==> config.mk <==
export PLATFORM = sky130hd
export DESIGN_NAME = dvi_tx_tmds_encoder
export DESIGN_NICKNAME = d
export VERILOG_FILES = /design/src/rtl/dvi_tx_pkg.sv /design/src/rtl/dvi_tx_tmds_lane.sv /design/src/rtl/dvi_tx_tmds_encoder.sv
export SDC_FILE = /design/constraint.sdc
export NUM_CORES = 1
export LEC_CHECK = 0
export BUFFER_PORTS_ARGS = -buffer_cell sky130_fd_sc_hd__clkbuf_2
export CAP_MARGIN = 25
export CELL_PAD_IN_SITES_DETAIL_PLACEMENT = 1
export CELL_PAD_IN_SITES_GLOBAL_PLACEMENT = 1
export CORE_MARGIN = 5
export CORE_UTILIZATION = 39
export DETAILED_ROUTE_END_ITERATION = 7
export HOLD_SLACK_MARGIN = 0.1
export PLACE_DENSITY = 0.62
export SLEW_MARGIN = 20
export SYNTH_ARGS = -nofsm -noshare
export SYNTH_HDL_FRONTEND = slang
export SYNTH_SLANG_ARGS = --single-unit
==> constraint.sdc <==
create_clock -name clk -period 4.2 [get_ports clk]
set_input_delay 0.63 -clock clk [delete_from_list [all_inputs] [get_ports clk]]
set_output_delay 0.63 -clock clk [all_outputs]
set_load 0.02 [all_outputs]
==> src/rtl/dvi_tx_pkg.sv <==
// Shared definitions for the TMDS/HDMI lane encoder: period modes,
// control tokens, the TERC4 table and the 8b/10b transition-minimising helpers.
package dvi_tx_pkg;

  typedef enum logic [1:0] {
    MODE_CTRL  = 2'd0,
    MODE_VIDEO = 2'd1,
    MODE_TERC4 = 2'd2,
    MODE_GUARD = 2'd3
  } mode_e;

  localparam logic [9:0] CTRL_00       = 10'b1101010100;
  localparam logic [9:0] CTRL_01       = 10'b0010101011;
  localparam logic [9:0] CTRL_10       = 10'b0101010100;
  localparam logic [9:0] CTRL_11       = 10'b1010101011;
  localparam logic [9:0] GUARD_DEFAULT = 10'b1011001100;

  function automatic logic [9:0] ctrl_token(input logic [1:0] c);
    case (c)
      2'b00:   return CTRL_00;
      2'b01:   return CTRL_01;
      2'b10:   return CTRL_10;
      default: return CTRL_11;
    endcase
  endfunction

  function automatic logic [9:0] terc4_symbol(input logic [3:0] nib);
    case (nib)
      4'h0:    return 10'b1010011100;
      4'h1:    return 10'b1001100011;
      4'h2:    return 10'b1011100100;
      4'h3:    return 10'b1011100010;
      4'h4:    return 10'b0101110001;
      4'h5:    return 10'b0100011110;
      4'h6:    return 10'b0110001110;
      4'h7:    return 10'b0100111100;
      4'h8:    return 10'b1011001100;
      4'h9:    return 10'b0100111001;
      4'hA:    return 10'b0110011100;
      4'hB:    return 10'b1011000110;
      4'hC:    return 10'b1010001110;
      4'hD:    return 10'b1001110001;
      4'hE:    return 10'b0101100011;
      default: return 10'b1011000011;
    endcase
  endfunction

  // Number of ones in a byte (0..8).
  function automatic logic [3:0] n1_count(input logic [7:0] d);
    logic [3:0] n;
    n = '0;
    for (int i = 0; i < 8; i++) n = n + {3'b000, d[i]};
    return n;
  endfunction

  function automatic logic [8:0] encode_xor(input logic [7:0] d);
    logic [8:0] q;
    q[0] = d[0];
    for (int i = 1; i < 8; i++) q[i] = q[i-1] ^ d[i];
    q[8] = 1'b1;
    return q;
  endfunction

  function automatic logic [8:0] encode_xnor(input logic [7:0] d);
    logic [8:0] q;
    q[0] = d[0];
    for (int i = 1; i < 8; i++) q[i] = ~(q[i-1] ^ d[i]);
    q[8] = 1'b0;
    return q;
  endfunction

endpackage

==> src/rtl/dvi_tx_tmds_lane.sv <==
// One TMDS lane: five-stage pipeline (ones count, q_m, balance, DC-balance
// with running disparity, period mux). Mode travels with the data so that
// every symbol leaves with the period it entered with.
module dvi_tx_tmds_lane
  import dvi_tx_pkg::*;
#(
  parameter bit         TERC4_EN  = 1'b1,
  parameter logic [9:0] GUARD_SYM = GUARD_DEFAULT
) (
  input  logic       clk,
  input  logic       reset,
  input  logic       cke,
  input  logic [1:0] in_mode,
  input  logic [7:0] in_d,
  input  logic [1:0] in_c,
  input  logic [3:0] in_terc4,
  output logic [9:0] out_d
);

  mode_e             w_mode;
  mode_e             r_s1_mode, r_s2_mode, r_s3_mode, r_s4_mode;
  logic [1:0]        r_s1_c, r_s2_c, r_s3_c, r_s4_c;
  logic [3:0]        r_s1_t, r_s2_t, r_s3_t, r_s4_t;
  logic [7:0]        r_s1_d;
  logic [3:0]        r_s1_n1;
  logic [8:0]        r_s2_qm, r_s3_qm, w_qm;
  logic              w_use_xnor;
  logic [3:0]        w_n1_qm;
  logic signed [4:0] w_n, r_s3_n;
  logic signed [4:0] r_cnt, w_cnt_next;
  logic [9:0]        w_sym, r_s4_sym, w_out_next, r_out;

  // Input mode qualification: TERC4 folds onto CTRL when the mode is disabled.
  // NOTE: combinational blocks assign every output a default first, so no path leaves a latch.
  always_comb begin
    w_mode = mode_e'(in_mode);
    if (!TERC4_EN && (w_mode == MODE_TERC4)) w_mode = MODE_CTRL;
  end

  // S2 logic: pick XOR or XNOR chain to minimise transitions.
  always_comb begin
    w_use_xnor = (r_s1_n1 > 4'd4) || ((r_s1_n1 == 4'd4) && !r_s1_d[0]);
    w_qm       = w_use_xnor ? encode_xnor(r_s1_d) : encode_xor(r_s1_d);
  end

  // S3 logic: ones minus zeros of q_m[7:0], i.e. 2*N1 - 8.
  always_comb begin
    w_n1_qm = n1_count(r_s2_qm[7:0]);
    w_n     = $signed({w_n1_qm, 1'b0} - 5'd8);
  end

  // S4 logic: DC-balancing decision and running disparity update.
  always_comb begin
    w_sym      = {1'b0, r_s3_qm[8], r_s3_qm[7:0]};
    w_cnt_next = r_cnt;
    if ((r_cnt == 5'sd0) || (r_s3_n == 5'sd0)) begin
      w_sym      = {~r_s3_qm[8], r_s3_qm[8], r_s3_qm[8] ? r_s3_qm[7:0] : ~r_s3_qm[7:0]};
      w_cnt_next = r_s3_qm[8] ? (r_cnt + r_s3_n) : (r_cnt - r_s3_n);
    end else if (r_cnt[4] == r_s3_n[4]) begin
      w_sym      = {1'b1, r_s3_qm[8], ~r_s3_qm[7:0]};
      w_cnt_next = r_cnt + (r_s3_qm[8] ? 5'sd2 : 5'sd0) - r_s3_n;
    end else begin
      w_sym      = {1'b0, r_s3_qm[8], r_s3_qm[7:0]};
      w_cnt_next = r_cnt - (r_s3_qm[8] ? 5'sd0 : 5'sd2) + r_s3_n;
    end
    if (r_s3_mode != MODE_VIDEO) w_cnt_next = 5'sd0;
  end

  // S5 logic: select the symbol for the period type carried in S4.
  always_comb begin
    w_out_next = ctrl_token(r_s4_c);
    case (r_s4_mode)
      MODE_VIDEO: w_out_next = r_s4_sym;
      MODE_TERC4: w_out_next = terc4_symbol(r_s4_t);
      MODE_GUARD: w_out_next = GUARD_SYM;
      default:    w_out_next = ctrl_token(r_s4_c);
    endcase
  end

  // Control path registers: modes, control codes, disparity and output symbol.
  // NOTE: sequential state uses non-blocking assignments so every stage sees the previous stage's old value.
  always_ff @(posedge clk or posedge reset) begin
    if (reset) begin
      r_s1_mode <= MODE_CTRL;
      r_s2_mode <= MODE_CTRL;
      r_s3_mode <= MODE_CTRL;
      r_s4_mode <= MODE_CTRL;
      r_s1_c    <= 2'b00;
      r_s2_c    <= 2'b00;
      r_s3_c    <= 2'b00;
      r_s4_c    <= 2'b00;
      r_cnt     <= 5'sd0;
      r_out     <= CTRL_00;
    end else if (cke) begin
      r_s1_mode <= w_mode;
      r_s2_mode <= r_s1_mode;
      r_s3_mode <= r_s2_mode;
      r_s4_mode <= r_s3_mode;
      r_s1_c    <= in_c;
      r_s2_c    <= r_s1_c;
      r_s3_c    <= r_s2_c;
      r_s4_c    <= r_s3_c;
      r_cnt     <= w_cnt_next;
      r_out     <= w_out_next;
    end
  end

  // Data path registers: payload of each stage, qualified by the staged mode.
  // NOTE: these are left unreset; the reset modes are CTRL so their contents never reach out_d.
  always_ff @(posedge clk) begin
    if (cke) begin
      r_s1_d   <= in_d;
      r_s1_n1  <= n1_count(in_d);
      r_s1_t   <= in_terc4;
      r_s2_qm  <= w_qm;
      r_s2_t   <= r_s1_t;
      r_s3_qm  <= r_s2_qm;
      r_s3_n   <= w_n;
      r_s3_t   <= r_s2_t;
      r_s4_sym <= w_sym;
      r_s4_t   <= r_s3_t;
    end
  end

  assign out_d = r_out;

endmodule

==> src/rtl/dvi_tx_tmds_encoder.sv <==
// N-lane TMDS/HDMI symbol encoder. Lanes are independent; the top only
// slices the packed buses and shares mode/clock-enable/reset.
// Reset asserts asynchronously; its release is expected synchronous to clk.
module dvi_tx_tmds_encoder
  import dvi_tx_pkg::*;
#(
  parameter int                     CHANNELS      = 3,
  parameter bit                     TERC4_EN      = 1'b1,
  parameter logic [CHANNELS*10-1:0] GUARD_PATTERN = {CHANNELS{GUARD_DEFAULT}}
) (
  input  logic                     clk,
  input  logic                     reset,
  input  logic                     cke,
  input  logic [1:0]               in_mode,
  input  logic [CHANNELS*8-1:0]    in_d,
  input  logic [CHANNELS*2-1:0]    in_c,
  input  logic [CHANNELS*4-1:0]    in_terc4,
  output logic [CHANNELS*10-1:0]   out_d
);

  for (genvar g = 0; g < CHANNELS; g++) begin : g_lane
    dvi_tx_tmds_lane #(
      .TERC4_EN  (TERC4_EN),
      .GUARD_SYM (GUARD_PATTERN[10*g +: 10])
    ) u_lane (
      .clk      (clk),
      .reset    (reset),
      .cke      (cke),
      .in_mode  (in_mode),
      .in_d     (in_d[8*g +: 8]),
      .in_c     (in_c[2*g +: 2]),
      .in_terc4 (in_terc4[4*g +: 4]),
      .out_d    (out_d[10*g +: 10])
    );
  end

endmodule
**Word level (Yosys, flattened, before mapping)**

Memory sizes are Yosys's and may differ from the RTL's. A register that Yosys moved wholly into a read port is not among the register bits.
Cells that the tools add are included.

- ROM bits: 480
- Register bits: 260
- Memories: 3
- Bits of input ports: 47

- Bitwise operators: 66
- Order comparisons: 3
- Mux-type cells: 39
- $add $sub $neg: 63
- Equality and inequality tests: 16
- Reductions and logical operators: 21

Memory list:

| name | depth | bits a word | rd ports | clocked after memory_dff | write ports | RTL line | source |
|---|---|---|---|---|---|---|---|
| (no name shown) | 16 | 10 | 1 | 1 | 0 | dvi_tx_pkg.sv:28 | `case (nib)` |
| (no name shown) | 16 | 10 | 1 | 1 | 0 | dvi_tx_pkg.sv:28 |  |
| (no name shown) | 16 | 10 | 1 | 1 | 0 | dvi_tx_pkg.sv:28 |  |

Operators by type and width:

| kind | number |
|---|---|
| 10-bit case mux with 3 select lines | 6 |
| 4-bit by 1-bit adder with 4-bit output | 36 |
| 10-bit 2-to-1 mux | 6 |
| 5-bit 2-to-1 mux | 12 |
| 5-bit adder | 9 |
| 5-bit subtractor | 9 |
| 1-bit bitwise XOR | 39 |
| 5-bit logical NOT | 6 |
| 9-bit 2-to-1 mux | 3 |
| 8-bit 2-to-1 mux | 3 |
| 1-bit NOT | 24 |
| 8-bit NOT | 3 |
| 5-bit by 4-bit subtractor with 5-bit output, second input constant | 3 |
| 1-bit by 1-bit adder with 2-bit output | 6 |
| 4-bit by 3-bit equality test with 1-bit output, second input constant | 3 |
| 4-bit by 3-bit greater-than comparator with 1-bit output, second input constant | 3 |
| 2-bit 2-to-1 mux | 6 |
| 4-bit 2-to-1 mux | 3 |
| 2-bit equality test, second input constant | 5 |
| 2-bit by 1-bit equality test with 1-bit output, second input constant | 4 |
| 2-bit logical NOT | 3 |
| 1-bit logical OR | 6 |
| 1-bit equality test | 3 |
| 1-bit logical AND | 3 |
| 2 further kinds | 4 |

**Longest topological paths before layout**

Gate-level depths: netlist of run 1.

- Depth after elaboration: 15
- Gate-level depth with buffers: 10
- Mapped depth without buffers: 10

**Hierarchy**

From an unflattened synthesis of run 1, not the netlist that was laid out.

- Cells, all modules: 1119
- Area total of the unflattened synthesis: 14430.1 um2

Modules (own cells, without submodules):

| module | cells each | sequential area each (um2) | area each (um2) | instances |
|---|---|---|---|---|
| dvi_tx_tmds_lane (g_lane[1].u_lane) | 373 | 2758.9 | 4813.4 | 1 |
| dvi_tx_tmds_lane (g_lane[0].u_lane) | 373 | 2758.9 | 4812.1 | 1 |
| dvi_tx_tmds_lane (g_lane[2].u_lane) | 373 | 2758.9 | 4804.6 | 1 |

**Worst setup path after synthesis of run 1**

OpenSTA, ideal clock, no wires.

- Path kind: input-to-reg
- Start: input port in_d[8]
- End: register g_lane[1].u_lane.r_s1_n1[1], data pin
- Cell stages on the path: 7
- Setup slack: 1213 ps
- Path buffers: 0
- Arrival: 2737 ps
- Path through: ha_1 > inv_1 > fa_1 > fa_1 > fa_1 > fa_1 > inv_1

- Cells in the longest elaborated chain, start to end: 7

Ends and longest elaborated chain:

| item | RTL line | source |
|---|---|---|
| from (decl) | dvi_tx_tmds_encoder.sv:15 | `input logic [CHANNELS*8-1:0] in_d,` |
| 1-bit by 1-bit adder with 2-bit output | dvi_tx_pkg.sv:52 | `for (int i = 0; i < 8; i++) n = n + {3'b000, d[i]};` |
| 4-bit by 1-bit adder with 4-bit output (6 in a row) | dvi_tx_pkg.sv:52 |  |
| to (signal assigned) | dvi_tx_tmds_lane.sv:113 | `r_s1_n1 <= n1_count(in_d);` |
| to (decl) | dvi_tx_tmds_lane.sv:25 | `logic [3:0] r_s1_n1;` |

No other way between the ends.
A chain may end at the register's enable or synchronous reset.

**Worst setup path in the final report of run 1**

- Start: register g_lane[1].u_lane.r_s2_qm[1]
- End: register g_lane[1].u_lane.r_s3_n[4], data pin

- Cells in the longest elaborated chain, start to end: 8

Ends and longest elaborated chain:

| item | RTL line | source |
|---|---|---|
| from (decl) | dvi_tx_tmds_lane.sv:26 | `logic [8:0] r_s2_qm, r_s3_qm, w_qm;` |
| from (signal assigned) | dvi_tx_tmds_lane.sv:115 | `r_s2_qm <= w_qm;` |
| 1-bit by 1-bit adder with 2-bit output | dvi_tx_pkg.sv:52 |  |
| 4-bit by 1-bit adder with 4-bit output (6 in a row) | dvi_tx_pkg.sv:52 |  |
| 5-bit by 4-bit subtractor with 5-bit output | dvi_tx_tmds_lane.sv:49 | `w_n = $signed({w_n1_qm, 1'b0} - 5'd8);` |
| net g_lane[1].u_lane.w_n[4] | dvi_tx_tmds_lane.sv:29 | `logic signed [4:0] w_n, r_s3_n;` |
| to (signal assigned) | dvi_tx_tmds_lane.sv:118 | `r_s3_n <= w_n;` |
| to (decl) | dvi_tx_tmds_lane.sv:29 |  |

The timed path passes the listed nets, and every way through them passes these cells.

==> impl_summary.md, run 1 <==
Logic synthesis
The post-synth net total is 1245. The cell area after synthesis is 0.0137 mm2. The mean instance size in the synthesized netlist is 12.8 um2. The number of flip-flops and latches in the synthesized netlist is 284. The number of synthesized flops with an enable pin is 180. The number of synthesis warnings is 0. Of all flip-flops after synthesis, the portion carrying an async set or reset was 0.261. For this run, the leading register cell type out of synthesis is edfxtp_1. The gate count after technology mapping is 1069. After synthesis, the netlist uses 48 different library cells.

The sequential element share of the synthesized area is 0.574.

Worst setup path
The top fanout value on the critical path is 2. On the critical path, the stage with the largest delay is an instance of fa_1. The element type at the critical path end is a register. The arrival time at the worst endpoint is 3.28 ns. The delay of the slowest cell on the worst path is approximately 0.49 ns. In this design, the largest share of critical-path delay is due to adder cells.

The critical path start-end classification is reg -> reg. Walking the worst path, the cells encountered are ha_1, inv_1, fa_1, fa_1, inv_1, fa_1, fa_1, xnor2_1. Counting both buffers and inverters, the worst setup path holds a total of 2.

Counting stages on the worst path, the most repeated cell is fa_1. The endpoint required time on the critical path is ~4.5 ns. The nature of the critical path startpoint is a register.

Run
The tool flagged a number of max-cap violations equal to 0.

Placement
The instance count after placement with tap cells included is 1585. The post-placement worst setup slack is approximately 1 ns. Detailed placement finished with a half-perimeter wire length of 20.6 mm. Buffers placed on the I/O ports in this run total 76. The congestion estimate from routability-driven global placement came to 0.790. The post-place instance area is 0.0147 mm2.

Pwr
Summed over all nets, the switching power comes to 3.91 mW. Of the total power, combinational logic draws 0.367. Of the total power, the clock network draws 0.256.

The leakage power of the design is roughly 6.7 nW. The power density normalized to cell area is 720 mW/mm2. Of the total power, registers draw 0.377. The worst ir drop on vdd is 0.384 mV. Of the total power, the share spent switching nets is 0.344. The internal power is 7.46 mW. The total power draw is 11.4 mW.

Timing
Of the available clock period, the critical path in the final layout requires 0.705. The setup TNS is 0 ns. Setup repair after global routing left no endpoint under its margin. Final hold analysis gives a worst-case slack of 0.234 ns. Setup violations remaining at the end of the flow were counted as 0. After layout, the worst setup slack is between 1 and 1.5 ns. The final-report max-slew violation count came to 0. Timing would allow up to 338 MHz. The transition time at the pin with the least slew margin is between 0.9 and 1 ns. The tightest slew margin relative to the limit is 0.361. The final hold violation count was 0.

The final setup skew is 0.0194 ns. The clock period could shrink to just under 3 ns.

Layout
The leading cell type in the layout, fill and taps excluded is edfxtp_1. The share of layout cells above drive strength 1 is 0.168. The final layout contains 1340 nets. Leaving out filler cells and counting taps, the final layout contains 1644. The layout has roughly 3700 filler cells.

The count of antenna diodes in the layout is 0. The post-layout utilization of the core is 0.456. The area growth from synthesis to layout is 15.1%. The top cell types in the final layout, fill and taps aside, are 180 x edfxtp_1, 132 x inv_1, 90 x ha_1. With fillers left out, the area of the finished cells amounts to 0.0158 mm2.

Route
Detailed routing inserted a total of 7913 vias. In the final routed layout, each cell accounts on average for 17.0 um. For this run, design rule violations remaining after detail routing come to 0. The count of nets left with antenna violations once routing finished came out at 0.

The number of vias per cell is 4.81. For this block, the initial DRC count from the detailed router was about 320. The final layout contains routed wiring with a total length of 27.9 mm. The number of detailed-route iterations in the first pass is 4.

CTS
The buffer type at the clock tree root is clkbuf_16. TritonCTS built the clock tree. The clock-pin slew on the worst setup and hold paths is roughly 0.07 ns.

The worst-case clock buffer depth is 3. Buffers inserted during clock tree synthesis total 31. After clock tree synthesis, the setup repair step added 0 buffers. The deepest level of the CTS H-tree is 1.

The number of clock sinks is 284. The clock reaches the later pin of the worst-skew pair after 0.57 ns.

Die
The width of the chip is 198 um. The top-level port count is 77. The placeable core region is 0.0346 mm2. The area of the die is 0.0390 mm2.

The floorplan step set the die height to 198 um. The number of core rows is 68. The initial standard-cell utilization of the core is 0.396.

GRT
The overall global routing resource usage is 0.145. The total congestion overflow after global routing is 0. The via count of the first global-routing pass is 8557. The initial antenna violation count was 0. The first-pass GRT wire length is 46.1 mm. Entering global routing, the biggest net connects 67 pins.

Status
The flow ran to the end, and the final reports show no timing, DRC or antenna violations.

Hold path
The worst hold path belongs to the class in -> reg.
==> kinds of logic (layout without fill, tap and decap cells) <==
logic type      count (synthesis)  after routing  share of synthesized area
fa+ha+maj                     129            129                      0.139
mux                            49             49                     0.0415
buf+inv                       163            283                     0.0457
compound gates                180            180                     0.0807
flops                         284            284                      0.574
simple gates                  160            160                     0.0485
xor+xnor                      104            104                     0.0706
==> layout make-up <==
cell class,instances,area [um2],share of cell area
tap,455,569,0.0361
clock inverter,21,290,0.0184
sequential,284,7880,0.499
multi-input combinational,622,5220,0.331
clock buffer,37,808,0.0512
inverter,133,500,0.0317
timing repair buffer,92,526,0.0333
==> path summary, 6_finish.rpt <==
| check | cells past startpoint | slack, ns | endpoint | startpoint |
|---|---|---|---|---|
| hold / removal | 1 | 0.23 | g_lane[2].u_lane.r_s1_t[3]$_DFFE_PP_ | in_terc4[11] |
| max in group asynchronous | 5 | 2.64 | g_lane[0].u_lane.out_d[2]$_DFFE_PP1P_ | reset |
| hold reg to reg | 0 | 0.41 | g_lane[0].u_lane.r_s2_t[2]$_DFFE_PP_ | g_lane[0].u_lane.r_s1_t[2]$_DFFE_PP_ |
| setup / recovery | 8 | 1.24 | g_lane[1].u_lane.r_s3_n[4]$_DFFE_PP_ | g_lane[1].u_lane.r_s2_qm[1]$_DFFE_PP_ |
| setup reg to reg | 8 | 1.24 | g_lane[1].u_lane.r_s3_n[4]$_DFFE_PP_ | g_lane[1].u_lane.r_s2_qm[1]$_DFFE_PP_ |
| min in group asynchronous | 3 | 0.59 | g_lane[0].u_lane.r_cnt[3]$_DFFE_PP0P_ | reset |
==> metal layers <==
layer	vias up	GRT usage	part of all wire
li1	3860	-	-
met4	0	0.0334	0.021
met3	36	0.0215	0.031
met2	92	0.235	0.46
met5	-	0	0
met1	3925	0.210	0.48
==> what timing repair did <==
action | 4_1_cts | 5_1_grt
hold buffers | 1 | 0
endpoints found under the setup margin | 0 | 0
hold endpoints to repair | 15 | 0
resized for setup | 0 | 0
==> synthesized netlist by cell type (3+ instances only) <==
| library cell | n | share of area |
|---|---|---|
| buf_2 | 9 | 0.0033 |
| dfstp_2 | 15 | 0.029 |
| a21o_1 | 12 | 0.0066 |
| xor2_1 | 41 | 0.026 |
| dfrtp_1 | 59 | 0.11 |
| xnor2_1 | 58 | 0.037 |
| a221oi_1 | 3 | 0.0019 |
| o21a_1 | 4 | 0.0022 |
| inv_1 | 133 | 0.036 |
| o21ai_0 | 39 | 0.014 |
| clkbuf_1 | 18 | 0.0049 |
| a211oi_1 | 12 | 0.0066 |
| a31oi_1 | 18 | 0.0082 |
| mux4_2 | 3 | 0.0049 |
| o22ai_1 | 13 | 0.0059 |
| nand2_1 | 47 | 0.013 |
| mux2_2 | 30 | 0.025 |
| nand2b_1 | 4 | 0.0018 |
| a21oi_1 | 47 | 0.017 |
| fa_1 | 39 | 0.057 |
| a22oi_1 | 15 | 0.0082 |
| o211ai_1 | 4 | 0.0022 |
| o221ai_1 | 6 | 0.0038 |
| dfxtp_1 | 30 | 0.044 |
| edfxtp_1 | 180 | 0.39 |
| mux2i_1 | 15 | 0.011 |
| nor2b_1 | 5 | 0.0023 |
| ha_1 | 90 | 0.082 |
| nor3_1 | 3 | 0.0011 |
| and2_1 | 5 | 0.0023 |
| nor2_1 | 86 | 0.024 |
==> power groups by stage <==
stage	sequential (mW)	clock (mW)	combinational [mW]
floorplan	4.26	0	3.11
global placement	4.35	0	4.06
detailed placement	4.36	0	4.26
CTS	4.31	3.01	4.27
global route	4.37	3.14	4.79
finish	4.29	2.92	4.17
Power figures use the tool's default switching activity.
==> run 2: changes to the inputs <==
clock period = 2.9 ns   (was 4.2 ns; I/O delays follow)
==> impl_summary.md, run 2 (synthesized netlist as in run 1, its figures left out) <==
Status
The flow ran to the end, and the final reports show no timing, DRC or antenna violations.

Layout
The area growth from synthesis to layout is 18.2%. The library cells used most frequently in the layout, excluding fill and tap cells, are 180 x edfxtp_1, 129 x inv_1, 90 x ha_1. Across the whole layout, storage elements account for 0.00788 mm2. The leading cell type in the layout, fill and taps excluded is edfxtp_1. After filler insertion, the fill cell instance count of the layout stands at 3570.

For this run, the post-layout net count is 1392. The share of layout cells above drive strength 1 is 0.182. Summing all multi-input logic gate instances after layout gives 0.00523 mm2. The count of antenna diodes in the layout is 0.

The post-route standard cell area excluding fillers is 0.0162 mm2. Measured on the finished design, the core utilization comes to 0.468.

Hold path
The end point of the worst hold path is g_lane[0].u_lane.r_s1_d[6]$_DFFE_PP_. The hold-critical path depth is 1. In this run the most critical hold path is launched from in_d[6]. The worst min-delay path category is in -> reg.

Timing
For the pin with the worst max-slew slack, the measured transition is 0.905 ns. The final-report max-slew violation count was 0. The post-route fraction of the period consumed by the critical path is 0.994. The final hold violation count came to 0. The final setup skew is 0.0112 ns.

Setup repair after global routing could not meet its margin everywhere. The peak clock frequency supported by timing is 347 MHz. The total setup violations reported at the end of the flow is 0.

The final period demand of the worst path is 2.88 ns. In this run the tightest slew margin relative to its limit is 0.397.

CTS
The buffer type at the clock tree root is clkbuf_16. TritonCTS built the clock tree. The deepest level of the CTS H-tree is 2. No sink is reached through more buffers than the 3 on the longest clock path. The number of clock sinks is 284. TritonCTS created 34 clock buffers. The clock-pin slew on the worst setup and hold paths is 0.06 ns. Clock latency on the worst-skew pair, taken at its later pin, is 0.51 ns.

Route
In the final routed layout, each cell accounts on average for 17.0 um. The routed wire length is 28.9 mm. The first detailed-routing pass took 4 iterations. The number of vias per cell is 4.80. The final antenna-violating net count is 0. After the first detailed-routing iteration, the DRC count stood at approximately 340. The number of DRC violations after detailed routing is 0. Summing over every cut layer, the via total after detailed routing is 8139.

Run
The max-cap violation count is 0.

Placement
Detailed placement finished with a half-perimeter wire length of 20.6 mm. The number of port buffers is 76. The final weighted congestion in routability-driven placement is approximately 0.80. In this run the cell area measured after placement is 0.0148 mm2.

GRT
The total congestion overflow after global routing is 0. The first-pass GRT wire length is 47.9 mm. The initial antenna violation count came to 0. The via count of the first global-routing pass is 8885. The met3 track demand over resource in global routing is 0.0269. Entering global routing, the biggest net connects 75 pins. The overall global routing resource usage is 0.152. For met1 alone, demand over resource in global routing was 0.213.

The global routing stage identified its most utilized layer as met2. The met2 demand-to-capacity share in global routing is 0.246.

Worst setup path
The setup check on the worst reg-to-reg path leaves a slack of 0.02 ns. The worst setup path is captured at a register. Along the worst path, the maximum fanout reaches 2. The startpoint identified for the worst register-to-register timing path is g_lane[0].u_lane.r_s2_qm[0]$_DFFE_PP_.

Data arrives at the worst endpoint at between 3 and 4 ns. In this run the critical register-to-register path is captured at g_lane[0].u_lane.r_s3_n[4]$_DFFE_PP_. At the worst endpoint, the required time is 3.16 ns. The nature of the critical path startpoint is a register. The worst setup path is of the reg -> reg kind. The path depth of the worst reg2reg path is 8.

Die
The initial standard-cell utilization of the core is 0.396. The floorplan step defined a die boundary enclosing 0.0390 mm2. The die is 198 um wide. The die height is 198 um. In this run the count of I/O pins placed on the die edge is 77. In this run the core area contains 68 standard-cell rows. The total area inside the core boundary comes to 0.0346 mm2.

Pwr
Overall power consumption after layout is estimated at 16.5 mW. The power density normalized to cell area is 1020 mW/mm2. The analysis attributes to cell leakage a power of between 6 and 7 nW. The worst-case IR drop observed on VDD is 0.402 mV.
## run 2: per-layer routing
metal / vias up / wire length, um
met4: 0 / 540
met3: 42 / 1070
met5: - / 0
li1: 3963 / -
met1: 4021 / 13800
met2: 113 / 13500
## run 2: cell type report
cell class | instances | share of cell area
flip-flops and latches | 284 | 0.486
multi-input cells | 622 | 0.323
well taps | 455 | 0.0351
inverters | 133 | 0.0309
clock buffers | 48 | 0.0602
clock inverters | 14 | 0.00586
repair buffers | 141 | 0.0597
## run 2: worst max-delay path, cell delays in order, from the launching register on
cell,delay [ns]
edfxtp_1,0.40
ha_1,0.31
inv_2,0.04
fa_1,0.46
fa_1,0.51
inv_2,0.04
fa_2,0.36
fa_2,0.37
xnor2_1,0.14
## run 2: report_power, final
part / internal [mW] / total (mW) / leakage, nW / switching [mW]
clock network: 2.44 / 4.08 / 0.527 / 1.64
logic: 2.68 / 6.22 / 3.45 / 3.54
registers: 5.61 / 6.19 / 2.89 / 0.586
## run 2: what timing repair did
item / CTS / global route
resized for setup: 6 / 3
endpoints found under the hold margin: 86 / 0
hold buffers: 28 / 0
setup endpoints to repair: 6 / 7
buffers inserted: 2 / 2
pin swaps: 2 / 3
## run 2: worst max path at each step
stage / start / endpoint
3_3_place_gp: in_d[8] / g_lane[1].u_lane.r_s1_n1[2]$_DFFE_PP_
6_report: g_lane[0].u_lane.r_s2_qm[0]$_DFFE_PP_ / g_lane[0].u_lane.r_s3_n[4]$_DFFE_PP_
5_1_grt: g_lane[1].u_lane.r_s2_qm[0]$_DFFE_PP_ / g_lane[1].u_lane.r_s3_n[4]$_DFFE_PP_
3_5_place_dp: in_d[16] / g_lane[2].u_lane.r_s1_n1[2]$_DFFE_PP_
4_1_cts: g_lane[1].u_lane.r_s2_qm[0]$_DFFE_PP_ / g_lane[1].u_lane.r_s3_n[4]$_DFFE_PP_
2_1_floorplan: g_lane[1].u_lane.r_s2_qm[0]$_DFFE_PP_ / g_lane[1].u_lane.r_s3_n[4]$_DFFE_PP_
## run 2: through the flow
step / instances / hold slack (ns) / setup TNS (ns) / worst slack [ns]
4_1_cts: 1693 / 0.105 / -0.0510 / -0.0265
5_1_grt: 1697 / 0.109 / -0.302 / -0.0588
3_3_place_gp: 1601 / 0.401 / -0.253 / -0.0758
3_5_place_dp: 1601 / 0.405 / -0.941 / -0.128
2_1_floorplan: 1069 / 0.400 / 0 / 0.0535
6_report: 1697 / 0.129 / 0 / 0.0171
==> run 3: changes to the inputs <==
GPL_TIMING_DRIVEN = 0   (was not set)
==> impl_summary.md, run 3 (synthesized netlist as in run 1, its figures left out) <==
Status
The run finished, with violations left. The final reports fail on setup timing.

Timing
The final worst setup slack is -0.0198 ns. For the pin with the worst max-slew slack, the measured transition is 0.742 ns. Setup repair after global routing could not meet its margin everywhere. Across all hold checks on the routed design, the worst slack comes to 0.120 ns. In the finished design, the share of the clock period the worst path needs comes to 1.01. After layout, the minimum clock period comes to 2.92 ns. The final hold violation count is 0. The final setup skew is 0.0122 ns.

Headroom to the max-slew limit came out at 0.505. The total setup violations reported at the end of the flow is 3. The final-report max-slew violation count was 0. The peak clock frequency supported by timing is 342 MHz. The setup TNS is -0.0367 ns.

CTS
The later pin in the worst-skew pair is clocked with a latency of 0.50 ns. TritonCTS built the clock tree. Clock tree synthesis found a total of around 280 sinks. The deepest level of the CTS H-tree is 2. After clock tree synthesis, the clock-pin slew on the worst setup and hold paths is 0.06 ns. The worst-case clock buffer depth is 3. The number of buffers inserted during clock tree synthesis is 34.

The buffer type at the clock tree root is clkbuf_16.

Route
Dividing the detail-routed via count by the number of cells gives 4.80. In the final routed layout, each cell accounts on average for 17.1 um. Wires add up to 28.8 mm.

After the first detailed-routing iteration, the DRC count stood at 287. The number of DRC violations after detailed routing is 0. The final antenna-violating net count is 0. The pre-antenna-repair detailed-routing pass consisted of 4 iterations. The final route contains 8096 vias.

GRT
The overall global routing resource usage is 0.153. The first global-routing pass estimated 48.0 mm of wire. The via count of the first global-routing pass came to 8861. The initial antenna violation count is 0. The total congestion overflow after global routing is 0. Entering global routing, the biggest net connects 47 pins.

Worst setup path
The critical path in this run is classified as reg -> reg. Data arrives at the worst endpoint at 3.16 ns. The cell family contributing the most delay on the critical path is adder cells. Traced cell by cell, the critical path runs through ha_4, inv_2, fa_1, fa_1, inv_1, fa_2, fa_2, xnor2_1. The critical path contains buffers and inverters numbering 2 combined.

The number of stages on the worst setup path is 8. In this run the worst path has a maximum fanout of 2. The largest single stage delay on the critical path is 0.50 ns. The worst setup path is captured at a register.

The nature of the critical path startpoint is a register. On the critical path, the stage with the largest delay is an instance of fa_1. At the worst endpoint, the required time is 3.14 ns. The path depth of the worst reg2reg path is 8.

Placement
During placement, the flow inserted port buffers numbering 76. Prior to clock tree synthesis, the placed netlist has a worst setup slack of -1.33 ns. The HPWL reported at the end of detailed placement is 21.1 mm. Routability-driven placement finished with a final weighted congestion of 0.836.

Hold path
The hold-critical path depth is 1. The worst min-delay path category is in -> reg.

Layout
Compared with the post-synthesis result, the final layout area differs by 17.9%. The net count of the finished layout is 1382. The count of antenna diodes in the layout is 0. The filler cells instantiated in the layout total between 3000 and 4000. Leaving out fill and tap cells, the most frequent cell in the layout is edfxtp_1.

Of the cells placed in the final design, the portion with a size suffix greater than 1 is 0.179. In the layout the commonest cells are 180 x edfxtp_1, 130 x inv_1, 89 x ha_1.

Run
The max-cap violation count is 0.

Die
For this configuration, the core starts out at a cell density of 0.396. The number of core rows is 68. The placeable core region is 0.0346 mm2. The width of the chip is a little under 200 um. 77 I/O pins were placed. In this run the vertical extent of the chip is 198 um.

The area of the die is 0.0390 mm2.

Pwr
Overall power consumption after layout is estimated at 16.4 mW. The power density normalized to cell area is approximately 1000 mW/mm2. The worst-case IR drop observed on VDD is 0.465 mV. The leakage power of the design is 6.78 nW.
## run 3: cell type report
| cell class | instances | area, um2 | area share |
|---|---|---|---|
| Timing Repair Buffer | 102 | 728 | 0.0450 |
| Clock buffer | 49 | 1000 | 0.0618 |
| Inverter | 133 | 502 | 0.0310 |
| Clock inverter | 12 | 65.1 | 0.00402 |
| Sequential cell | 284 | 7880 | 0.487 |
| Multi-Input combinational cell | 622 | 5300 | 0.328 |
| Tap cell | 455 | 569 | 0.0352 |
| Buffer | 29 | 130 | 0.00805 |
## run 3: final timing paths
kind,from,endpoint,slack (ns)
worst max-delay path,g_lane[2].u_lane.r_s2_qm[0]$_DFFE_PP_,g_lane[2].u_lane.r_s3_n[4]$_DFFE_PP_,-0.02
worst min-delay path,in_terc4[9],g_lane[2].u_lane.r_s1_t[1]$_DFFE_PP_,0.12
worst max register to register,g_lane[2].u_lane.r_s2_qm[0]$_DFFE_PP_,g_lane[2].u_lane.r_s3_n[4]$_DFFE_PP_,-0.02
worst min register to register,g_lane[0].u_lane.r_s2_qm[8]$_DFFE_PP_,g_lane[0].u_lane.r_s3_qm[8]$_DFFE_PP_,0.42
max in group asynchronous,reset,g_lane[2].u_lane.out_d[6]$_DFFE_PP1P_,1.70
min in group asynchronous,reset,g_lane[1].u_lane.r_cnt[2]$_DFFE_PP0P_,0.53
## run 3: what timing repair did
| action | 4_1_cts | 5_1_grt |
|---|---|---|
| hold buffers | 12 | 0 |
| gates cloned | 2 | 0 |
| setup buffers | 4 | 5 |
| gates resized for setup | 18 | 6 |
| endpoints found under the setup margin | 108 | 32 |
| pin swaps | 2 | 7 |
| hold endpoints to repair | 36 | 0 |
## run 3: metal layers
| layer | part of all wire | vias to the layer above | GRT usage |
|---|---|---|---|
| met2 | 0.48 | 106 | 0.256 |
| met5 | 0 | - | 0 |
| met4 | 0.021 | 0 | 0.0421 |
| li1 | - | 3956 | - |
| met1 | 0.47 | 3994 | 0.209 |
| met3 | 0.034 | 40 | 0.0254 |
## run 3: power breakdown
group	switching (mW)	total, mW	leakage [nW]	internal [mW]
Sequential	0.581	6.19	2.89	5.61
Combinational	3.51	6.17	3.38	2.67
Clock	1.59	3.99	0.515	2.40
Total	5.68	16.4	6.78	10.7
## run 3: through the flow
stage                util  area (um2)  cells
floorplan               -       13700   1069
global placement    0.424       14700   1600
detailed placement  0.426       14800   1603
CTS                 0.465       16100   1682
global route        0.467       16200   1686
finish              0.467       16200   1686
